<file path="src/rtl/delta_sigma_pkg.sv">
// Shared constants and helpers for the delta-sigma DAC.
// DELTA_SIGMA_ORDER2_EN selects the second-order CIFB modulator.
package delta_sigma_pkg;

  localparam int unsigned WIDTH_MIN    = 2;
  localparam int unsigned WIDTH_MAX    = 16;
  localparam int unsigned CHANNELS_MIN = 1;
  localparam int unsigned CHANNELS_MAX = 16;
  localparam int unsigned OSR_MIN      = 2;

`ifdef DELTA_SIGMA_ORDER2_EN
  localparam bit ORDER2 = 1'b1;
`else
  localparam bit ORDER2 = 1'b0;
`endif

  // State width per lane: accumulator (first order) or integrator (second order)
  function automatic int unsigned acc_width(input int unsigned width, input bit order2);
    return order2 ? width + 32'd4 : width + 32'd2;
  endfunction

  // Symmetric clamp to +/-(2^(width+2)-1)
  function automatic int sat(input int v, input int unsigned width);
    int lim;
    lim = int'((32'd1 << (width + 32'd2)) - 32'd1);
    if (v > lim) return lim;
    if (v < -lim) return -lim;
    return v;
  endfunction

endpackage

</file>
<file path="src/rtl/delta_sigma_chan.sv">
// One modulator lane: WIDTH-bit sample in, registered pulse-density bit out.
// DELTA_SIGMA_ORDER2_EN swaps the first-order accumulator for a CIFB pair.
module delta_sigma_chan
  import delta_sigma_pkg::*;
#(
  parameter int unsigned WIDTH = 8
) (
  input  logic             clk,
  input  logic             rst,
  input  logic [WIDTH-1:0] active,
  output logic             dac_out
);

  localparam int unsigned AW = acc_width(WIDTH, ORDER2);

`ifdef DELTA_SIGMA_ORDER2_EN
  localparam int HALF = int'(32'd1 << (WIDTH - 32'd1));

  logic signed [AW-1:0] i1, i2, i1_nxt, i2_nxt;
  logic                 dac_nxt;
  int                   x_c, fb_c, s1_c, s2_c;

  // Two saturating integrators, both fed back from the registered output bit
  always_comb begin
    x_c    = int'(active) - HALF;
    fb_c   = dac_out ? HALF : -HALF;
    s1_c   = sat(int'(i1) + x_c - fb_c, WIDTH);
    s2_c   = sat(int'(i2) + s1_c - fb_c, WIDTH);
    i1_nxt = AW'(s1_c);
    i2_nxt = AW'(s2_c);
    dac_nxt = (s2_c >= 0);
  end

  always_ff @(posedge clk or posedge rst) begin
    if (rst) begin
      i1      <= '0;
      i2      <= '0;
      dac_out <= 1'b0;
    end else begin
      i1      <= i1_nxt;
      i2      <= i2_nxt;
      dac_out <= dac_nxt;
    end
  end
`else
  logic [AW-1:0] acc, acc_nxt, delta;

  // When the MSB is set, adding 3<<WIDTH wraps to a subtraction of 2^WIDTH
  always_comb begin
    delta   = acc[AW-1] ? (AW'(2'd3) << WIDTH) : '0;
    acc_nxt = acc + AW'(active) + delta;
  end

  always_ff @(posedge clk or posedge rst) begin
    if (rst) begin
      acc     <= '0;
      dac_out <= 1'b0;
    end else begin
      acc     <= acc_nxt;
      dac_out <= acc[AW-1];
    end
  end
`endif

endmodule

</file>
<file path="src/rtl/delta_sigma_dac.sv">
// Multi-channel delta-sigma DAC: period counter, one-entry pending buffer, lanes.
// DELTA_SIGMA_ORDER2_EN selects second-order lanes; handshake is unchanged.
module delta_sigma_dac
  import delta_sigma_pkg::*;
#(
  parameter int unsigned WIDTH    = 8,
  parameter int unsigned CHANNELS = 1,
  parameter int unsigned OSR      = 64
) (
  input  logic                      clk,
  input  logic                      rst,
  input  logic [CHANNELS*WIDTH-1:0] s_data,
  input  logic                      s_valid,
  output logic                      s_ready,
  output logic [CHANNELS-1:0]       dac_out,
  output logic                      tick,
  output logic                      underrun
);

  localparam int unsigned DW    = CHANNELS * WIDTH;
  localparam int unsigned CNT_W = (OSR > 1) ? $clog2(OSR) : 1;
  localparam logic [CNT_W-1:0] CNT_LAST = CNT_W'(OSR - 1);

  if (WIDTH < WIDTH_MIN || WIDTH > WIDTH_MAX) begin : g_bad_width
    $error("delta_sigma_dac: WIDTH out of range");
  end
  if (CHANNELS < CHANNELS_MIN || CHANNELS > CHANNELS_MAX) begin : g_bad_channels
    $error("delta_sigma_dac: CHANNELS out of range");
  end
  if (OSR < OSR_MIN) begin : g_bad_osr
    $error("delta_sigma_dac: OSR too small");
  end

  logic [CNT_W-1:0] cnt;
  logic [DW-1:0]    pend;
  logic [DW-1:0]    active;
  logic             pend_full;
  logic             accept;

  assign tick     = (cnt == CNT_LAST);
  assign s_ready  = !pend_full;
  assign underrun = tick && !pend_full;
  assign accept   = s_valid && !pend_full;

  // A tick with a full buffer drains it; s_ready is low then, so no accept collides
  always_ff @(posedge clk or posedge rst) begin
    if (rst) begin
      cnt       <= '0;
      pend      <= '0;
      pend_full <= 1'b0;
      active    <= '0;
    end else begin
      cnt <= tick ? '0 : cnt + CNT_W'(1);
      if (tick && pend_full) begin
        active    <= pend;
        pend_full <= 1'b0;
      end else if (accept) begin
        pend      <= s_data;
        pend_full <= 1'b1;
      end
    end
  end

  for (genvar k = 0; k < int'(CHANNELS); k++) begin : g_chan
    delta_sigma_chan #(
      .WIDTH (WIDTH)
    ) u_chan (
      .clk     (clk),
      .rst     (rst),
      .active  (active[k*WIDTH +: WIDTH]),
      .dac_out (dac_out[k])
    );
  end

endmodule

</file>
<file path="config.mk">
export PLATFORM = sky130hd
export DESIGN_NAME = delta_sigma_dac
export DESIGN_NICKNAME = d
export VERILOG_FILES = /design/src/rtl/delta_sigma_pkg.sv /design/src/rtl/delta_sigma_chan.sv /design/src/rtl/delta_sigma_dac.sv
export SDC_FILE = /design/constraint.sdc
export NUM_CORES = 1
export LEC_CHECK = 0
export ABC_AREA = 1
export CAP_MARGIN = 15
export CORE_MARGIN = 2
export CORE_UTILIZATION = 55
export DETAILED_ROUTE_END_ITERATION = 6
export MAX_ROUTING_LAYER = met4
export PLACE_DENSITY = 0.85
export SYNTH_ARGS = -nofsm -noshare
export SYNTH_HDL_FRONTEND = slang
export SYNTH_SLANG_ARGS = --single-unit
</file>
<file path="constraint.sdc">
create_clock -name clk -period 2.4 [get_ports clk]
set_clock_uncertainty 0.05 [all_clocks]
set_input_delay 0.36 -clock clk [delete_from_list [all_inputs] [get_ports clk]]
set_output_delay 0.36 -clock clk [all_outputs]
set_load 0.01 [all_outputs]
</file>
==> reports/results.ini, run 1 <==
[status]
status=finished clean

[placed_design]
detailedPlace.worstSlack_ns=0.586
dp_hpwl_um=2130
place.port_buffers=14
dp_cells=221
routabilityCongestion=0.791

[synth]
post_synth_and_or_nand_nor_area_fraction_pct=22.1
synth_mux_area_share_pct=5.17
synth.area.top_cells=dfrtp_1 (51%), nand2_1 (11%), ha_1 (7.5%), inv_1 (5.2%), mux2_4 (4.5%)
ys_seq_elements=34
synth-adder-area-share_pct=8.69
postSynthNetCount=199
synth_cells=177
syn-cell-area_mm2=0.00167
fraction_of_the_mapped_netlist_area_in_compound_gates_pct=3.00
post-synth-top-count-cell=nand2_1
synth.top_cell.area_share_pct=50.9
post_synth_xor_area_fraction_pct=2.62
postSynth.topFlopCell=dfrtp_1
yosysWarningCount=0
combinational_family_with_the_most_area_after_synthesis=simple AND/OR/NAND/NOR gates
yosysSeqAreaShare_pct=50.9
synth.top_cells.by_count=nand2_1 (51), dfrtp_1 (34), inv_1 (23)
synth_cell_type_count=24
number_of_enable_flip_flop_cells_after_synthesis=0
yosys.area.top_type=dfrtp_1
async_set_reset_flop_share_out_of_synthesis_pct=100
avgSynthCellArea_um2=9.44

[layout]
area_delta_synth_final_pct=12.7
finish.cell_count_without_fillers=228
final_layout_size_suffix_gt1_share_pct=11.2
fin_nets=219
num_antenna_cells=0

[clock_tree]
tritoncts=yes
clock_sinks=34
post_cts.repair.setup_buffers=0
cts.clk_slew.worst_paths_ns=0.09
cts-hold-fix-buffers=0
cts_resized=0
clock_path_buffers=2
cts_buffers=5
clkLatencyLatePin_ns=0.34
htree_levels=2
clk_root_buffer_cell=clkbuf_4

[flow_run]
drv_cap=0

[worst_setup_path]
critPathCaptureType=primary output
worstSetupPathType=flip-flop to primary output
rr_endpoint=g_chan[0].u_chan.acc[6]
r2r_start=active[0]
crit_fanout=4
critPathLaunchType=flip-flop
worst-r2r-cell-count=9
setup.reg_to_reg.worst_slack_ns=0.79
timing.critical_path.required_ns=1.99
worstPathArrival_ns=1.77

[route]
wirelength_um=2830
firstDrtPassIters=4
routedWlPerCell_um=12.4
drt_iter0_drc=19
avgViaCountPerCell=5.23
post-route-drc-count=0
detailroute.via_count=1193
drt_antenna_net_count=0

[sta]
timing_max_transition_violations_final=0
layout_worst_path_cycle_share_pct=90.9
period_needed_ns=2.18
setup_viol=0
max_freq_mhz=458
timing.final.ws_setup_ns=0.218
rsz0062_at_grt=false
final-hold-violation-count=0
final.setup.tns_ns=0
max-slew-margin-rel_pct=72.7
worst_slew_pin_slew_ns=0.409
final_hold_slack_ns=0.337

[floorplanning]
rows=19
dieWidth_um=59.1
io-pin-count=15
design.die.area_mm2=0.00349
core_region_area_mm2=0.00283
die_height_um=59.1
initial_utilization_pct=59.0

[power]
leakage_power_of_the_design_nw=1.07
vdd.ir_drop.worst_mv=0.350
power_density_mw_per_mm2=473

[grt]
largest_net_degree_at_the_start_of_global_routing=35
antenna_found_initial=0
grt_pass1_vias=1263
grtUsageTotal_pct=20.5
grt_first_pass_wirelength_um=5000
globalRouteOverflowTotal=0

[min_path]
worstHoldStart=g_chan[0].u_chan.acc[9]
timing.hold.worst_endpoint=g_chan[0].u_chan.dac_out
min-delay-path-class=flip-flop to flip-flop
min_path_cells=0

[sequential cells by signal, indices dropped and copies added, names as in the netlist]
name	cells
active	8
pend	8
cnt	6
g_chan.u_chan.acc	10
g_chan.u_chan.dac_out	1
pend_full	1
[critical path, cell delays in order (launching register included)]
cell and delay [ns]:
dfrtp_1 0.38, ha_1 0.20, nand3_2 0.12, nor3_1 0.17, clkdlybuf4s50_1 0.57
[cells in the final DEF, fill, tap and decap left out]
cell type | netlist | layout
clkbuf_4 | 0 | 5
nor3b_1 | 1 | 1
nor2_2 | 1 | 1
xnor2_1 | 3 | 3
fa_1 | 1 | 1
nand3_1 | 13 | 13
mux2_2 | 1 | 1
nand3_2 | 1 | 1
mux2_4 | 5 | 5
a21oi_1 | 6 | 6
nand2_4 | 1 | 1
clkinv_2 | 0 | 2
nand3b_1 | 2 | 2
ha_1 | 10 | 10
xor2_1 | 2 | 2
inv_1 | 23 | 23
o21ai_0 | 4 | 4
dfrtp_1 | 34 | 34
clkdlybuf4s50_1 | 0 | 14
nand2_2 | 1 | 1
nor2_1 | 9 | 9
nand2_1 | 51 | 51
nor3_1 | 2 | 2
inv_6 | 1 | 1
buf_4 | 1 | 2
or2_2 | 2 | 2
[layout make-up]
class,count,area [um^2]
Fill cell,223,947
Sequential cell,34,851
Multi-Input combinational cell,116,694
Timing Repair Buffer,16,155
Inverter,24,95.1
Tap cell,31,38.8
Clock buffer,5,37.5
Clock inverter,2,10.0
[where the power goes]
part / internal, mW / total (mW) / switching [mW]
clock network: 0.105 / 0.289 / 0.184
registers: 0.572 / 0.572 / 0
logic: 0.0155 / 0.0284 / 0.0129
[metrics by stage]
step           power [mW]  utilization (%)  area (um^2)
2_1_floorplan       0.592                -         1670
3_3_place_gp        0.612             64.8         1830
3_5_place_dp        0.614             64.8         1830
4_1_cts             0.897             66.5         1880
5_1_grt             0.932             66.5         1880
6_report            0.890             66.5         1880
[worst max-delay path by stage]
stage                         start                       to  slack, ns
after floorplan           active[0]  g_chan[0].u_chan.acc[8]       0.94
after global placement       cnt[0]                 underrun       0.63
after detailed placement     cnt[0]                 underrun       0.59
after CTS                    cnt[0]                 underrun       0.19
after global routing         cnt[0]                 underrun       0.07
final                        cnt[0]                 underrun       0.22
[cell families after synthesis]
logic type	after synthesis
buffers and inverters	27
xor gates and xnor gates	5
and+or+nand+nor	84
muxes	6
DFF	34
AOI/OAI and AO/OA	10
adders and majority gates	11
[routing by layer]
layer	up-vias	track usage [%]	part of all wire [%]
met1	563	20.6	42
met3	9	8.08	4.3
met5	-	-	0
li1	592	-	-
met2	29	34.8	51
met4	0	9.42	2.5
(Power assumes the default switching activity.)
==> run 2: changes to the inputs <==
CAP_MARGIN = default   (was 15)
CORE_UTILIZATION = 25   (was 55)
MAX_ROUTING_LAYER = default   (was met4)
PLACE_DENSITY = 0.49   (was 0.85)
==> run 2 against run 1 <==
Global-route usage decreased by 11 points; register-to-register slack gained 0.03 ns; cell count up 21%; sequential power hardly changed; sequential share of layout area shrank 3.4 points; final area is 8.1% higher; power increased by 42%; wire length up 4.5%; critical path depth did not move; flip-flop and latch count unchanged; count of clock-buffer cells in the layout increased by 1; critical path type unchanged.
==> reports/results.ini, run 2 (synthesis gave the netlist of run 1 again) <==
[floorplanning]
rows=29
initial_utilization_pct=26.0
core_region_area_mm2=0.00642
io-pin-count=15
dieWidth_um=85.7
die_height_um=85.7
design.die.area_mm2=0.00735

[clock_tree]
cts.clk_slew.worst_paths_ns=0.07
clkLatencyLatePin_ns=0.29
htree_levels=2
tritoncts=yes
cts_buffers=5
post_cts.repair.setup_buffers=0
clk_root_buffer_cell=clkbuf_8
clock_path_buffers=2
cts_resized=0
cts-hold-fix-buffers=0
clock_sinks=34

[grt]
use_met3_pct=3.85
grtUsageMet2_pct=14.1
antenna_found_initial=0
grt_pass1_vias=1124
largest_net_degree_at_the_start_of_global_routing=35
grt_busiest_layer=met2
grt_first_pass_wirelength_um=5260
gr-usage-met1_pct=11.6
grtUsageTotal_pct=9.27
globalRouteOverflowTotal=0

[worst_setup_path]
r2r_start=active[0]
rr_endpoint=g_chan[0].u_chan.acc[6]
worstPathArrival_ns=1.72
setup.reg_to_reg.worst_slack_ns=0.82
crit_fanout=4
worstSetupPathType=flip-flop to primary output
worst-r2r-cell-count=9
critPathLaunchType=flip-flop
critPathCaptureType=primary output
timing.critical_path.required_ns=1.99

[route]
routedWlPerCell_um=10.7
post-route-drc-count=0
detailroute.via_count=1144
drt_antenna_net_count=0
firstDrtPassIters=4
wirelength_um=2950
drt_iter0_drc=34
avgViaCountPerCell=4.16

[power]
power_density_mw_per_mm2=621
power_share_of_the_clock_group_pct=52.3
vdd.ir_drop.worst_mv=0.199
seqPwrFrac_pct=45.3
leakage_power_of_the_design_nw=1.12
internal_power_mw=1.03
switch_pwr_uw=232
power.switching_fraction_pct=18.3
combinational_share_of_power_pct=2.3

[min_path]
min_path_cells=0
min-delay-path-class=flip-flop to flip-flop
worstHoldStart=g_chan[0].u_chan.acc[9]
timing.hold.worst_endpoint=g_chan[0].u_chan.dac_out

[sta]
timing_max_transition_violations_final=0
max_freq_mhz=471
worst_slew_pin_slew_ns=0.450
setup_viol=0
period_needed_ns=2.13
max-slew-margin-rel_pct=70.0
final.setup.tns_ns=0
rsz0062_at_grt=false
final-hold-violation-count=0
layout_worst_path_cycle_share_pct=88.6

[layout]
final_layout_size_suffix_gt1_share_pct=11.6
finish.cell_count_without_fillers=275
layout.cells.most_common=nand2_1
num_antenna_cells=0
fin_nets=219
largest_reg_flops=10
area_delta_synth_final_pct=21.8
max_flop_register=g_chan.u_chan.acc
final_cell_mix=nand2_1 (51), dfrtp_1 (34), inv_1 (23)
final_core_utilization_pct=31.7
layout_top_registers=g_chan.u_chan.acc (10), active (8), pend (8)

[placed_design]
dp_cells=267
routabilityCongestion=0.764
dp_hpwl_um=2140
place.port_buffers=14

[status]
status=finished clean

[flow_run]
drv_cap=0

## run 2: cell type report
cell class / instances / area [um^2]
clock buffers: 6 / 82.6
clock inverters: 2 / 60.1
fillers: 664 / 4390
inverters: 24 / 95.1
multi-input cells: 116 / 694
flip-flops and latches: 34 / 851
well taps: 77 / 96.3
repair buffers: 16 / 155
## run 2: worst max path at each step
stage / cells after the start / end / slack (ns) / start
finish: 4 / underrun / 0.27 / cnt[0]
global route: 4 / underrun / 0.13 / cnt[0]
CTS: 4 / underrun / 0.26 / cnt[0]
detailed placement: 4 / underrun / 0.60 / cnt[0]
global placement: 4 / underrun / 0.61 / cnt[0]
floorplan: 9 / g_chan[0].u_chan.acc[8] / 0.94 / active[0]
## run 2: critical path: stages (launching register included)
cell and delay [ns]:
dfrtp_1 0.38, ha_1 0.20, nand3_2 0.12, nor3_1 0.16
clkdlybuf4s50_1 0.56
## run 2: stage by stage
step / area, um^2 / total power, mW / worst slack [ns] / hold WS [ns]
2_1_floorplan: 1670 / 0.592 / 0.938 / 0.307
3_3_place_gp: 1890 / 0.615 / 0.610 / 0.322
3_5_place_dp: 1890 / 0.614 / 0.600 / 0.317
4_1_cts: 2030 / 1.28 / 0.257 / 0.334
5_1_grt: 2030 / 1.31 / 0.134 / 0.340
6_report: 2030 / 1.26 / 0.275 / 0.333
## run 2: power groups by stage
stage / Sequential [mW] / Clock, mW / Combinational [mW]
finish: 0.573 / 0.661 / 0.0293
global route: 0.572 / 0.706 / 0.0338
CTS: 0.572 / 0.677 / 0.0308
detailed placement: 0.584 / 0 / 0.0307
global placement: 0.584 / 0 / 0.0312
floorplan: 0.584 / 0 / 0.00869
## run 2: layer usage
| metal | part of all wire, % | wire length [um] |
|---|---|---|
| met4 | 0.81 | 24 |
| met5 | 0 | 0 |
| met2 | 47 | 1390 |
| met3 | 3.5 | 103 |
| met1 | 49 | 1440 |
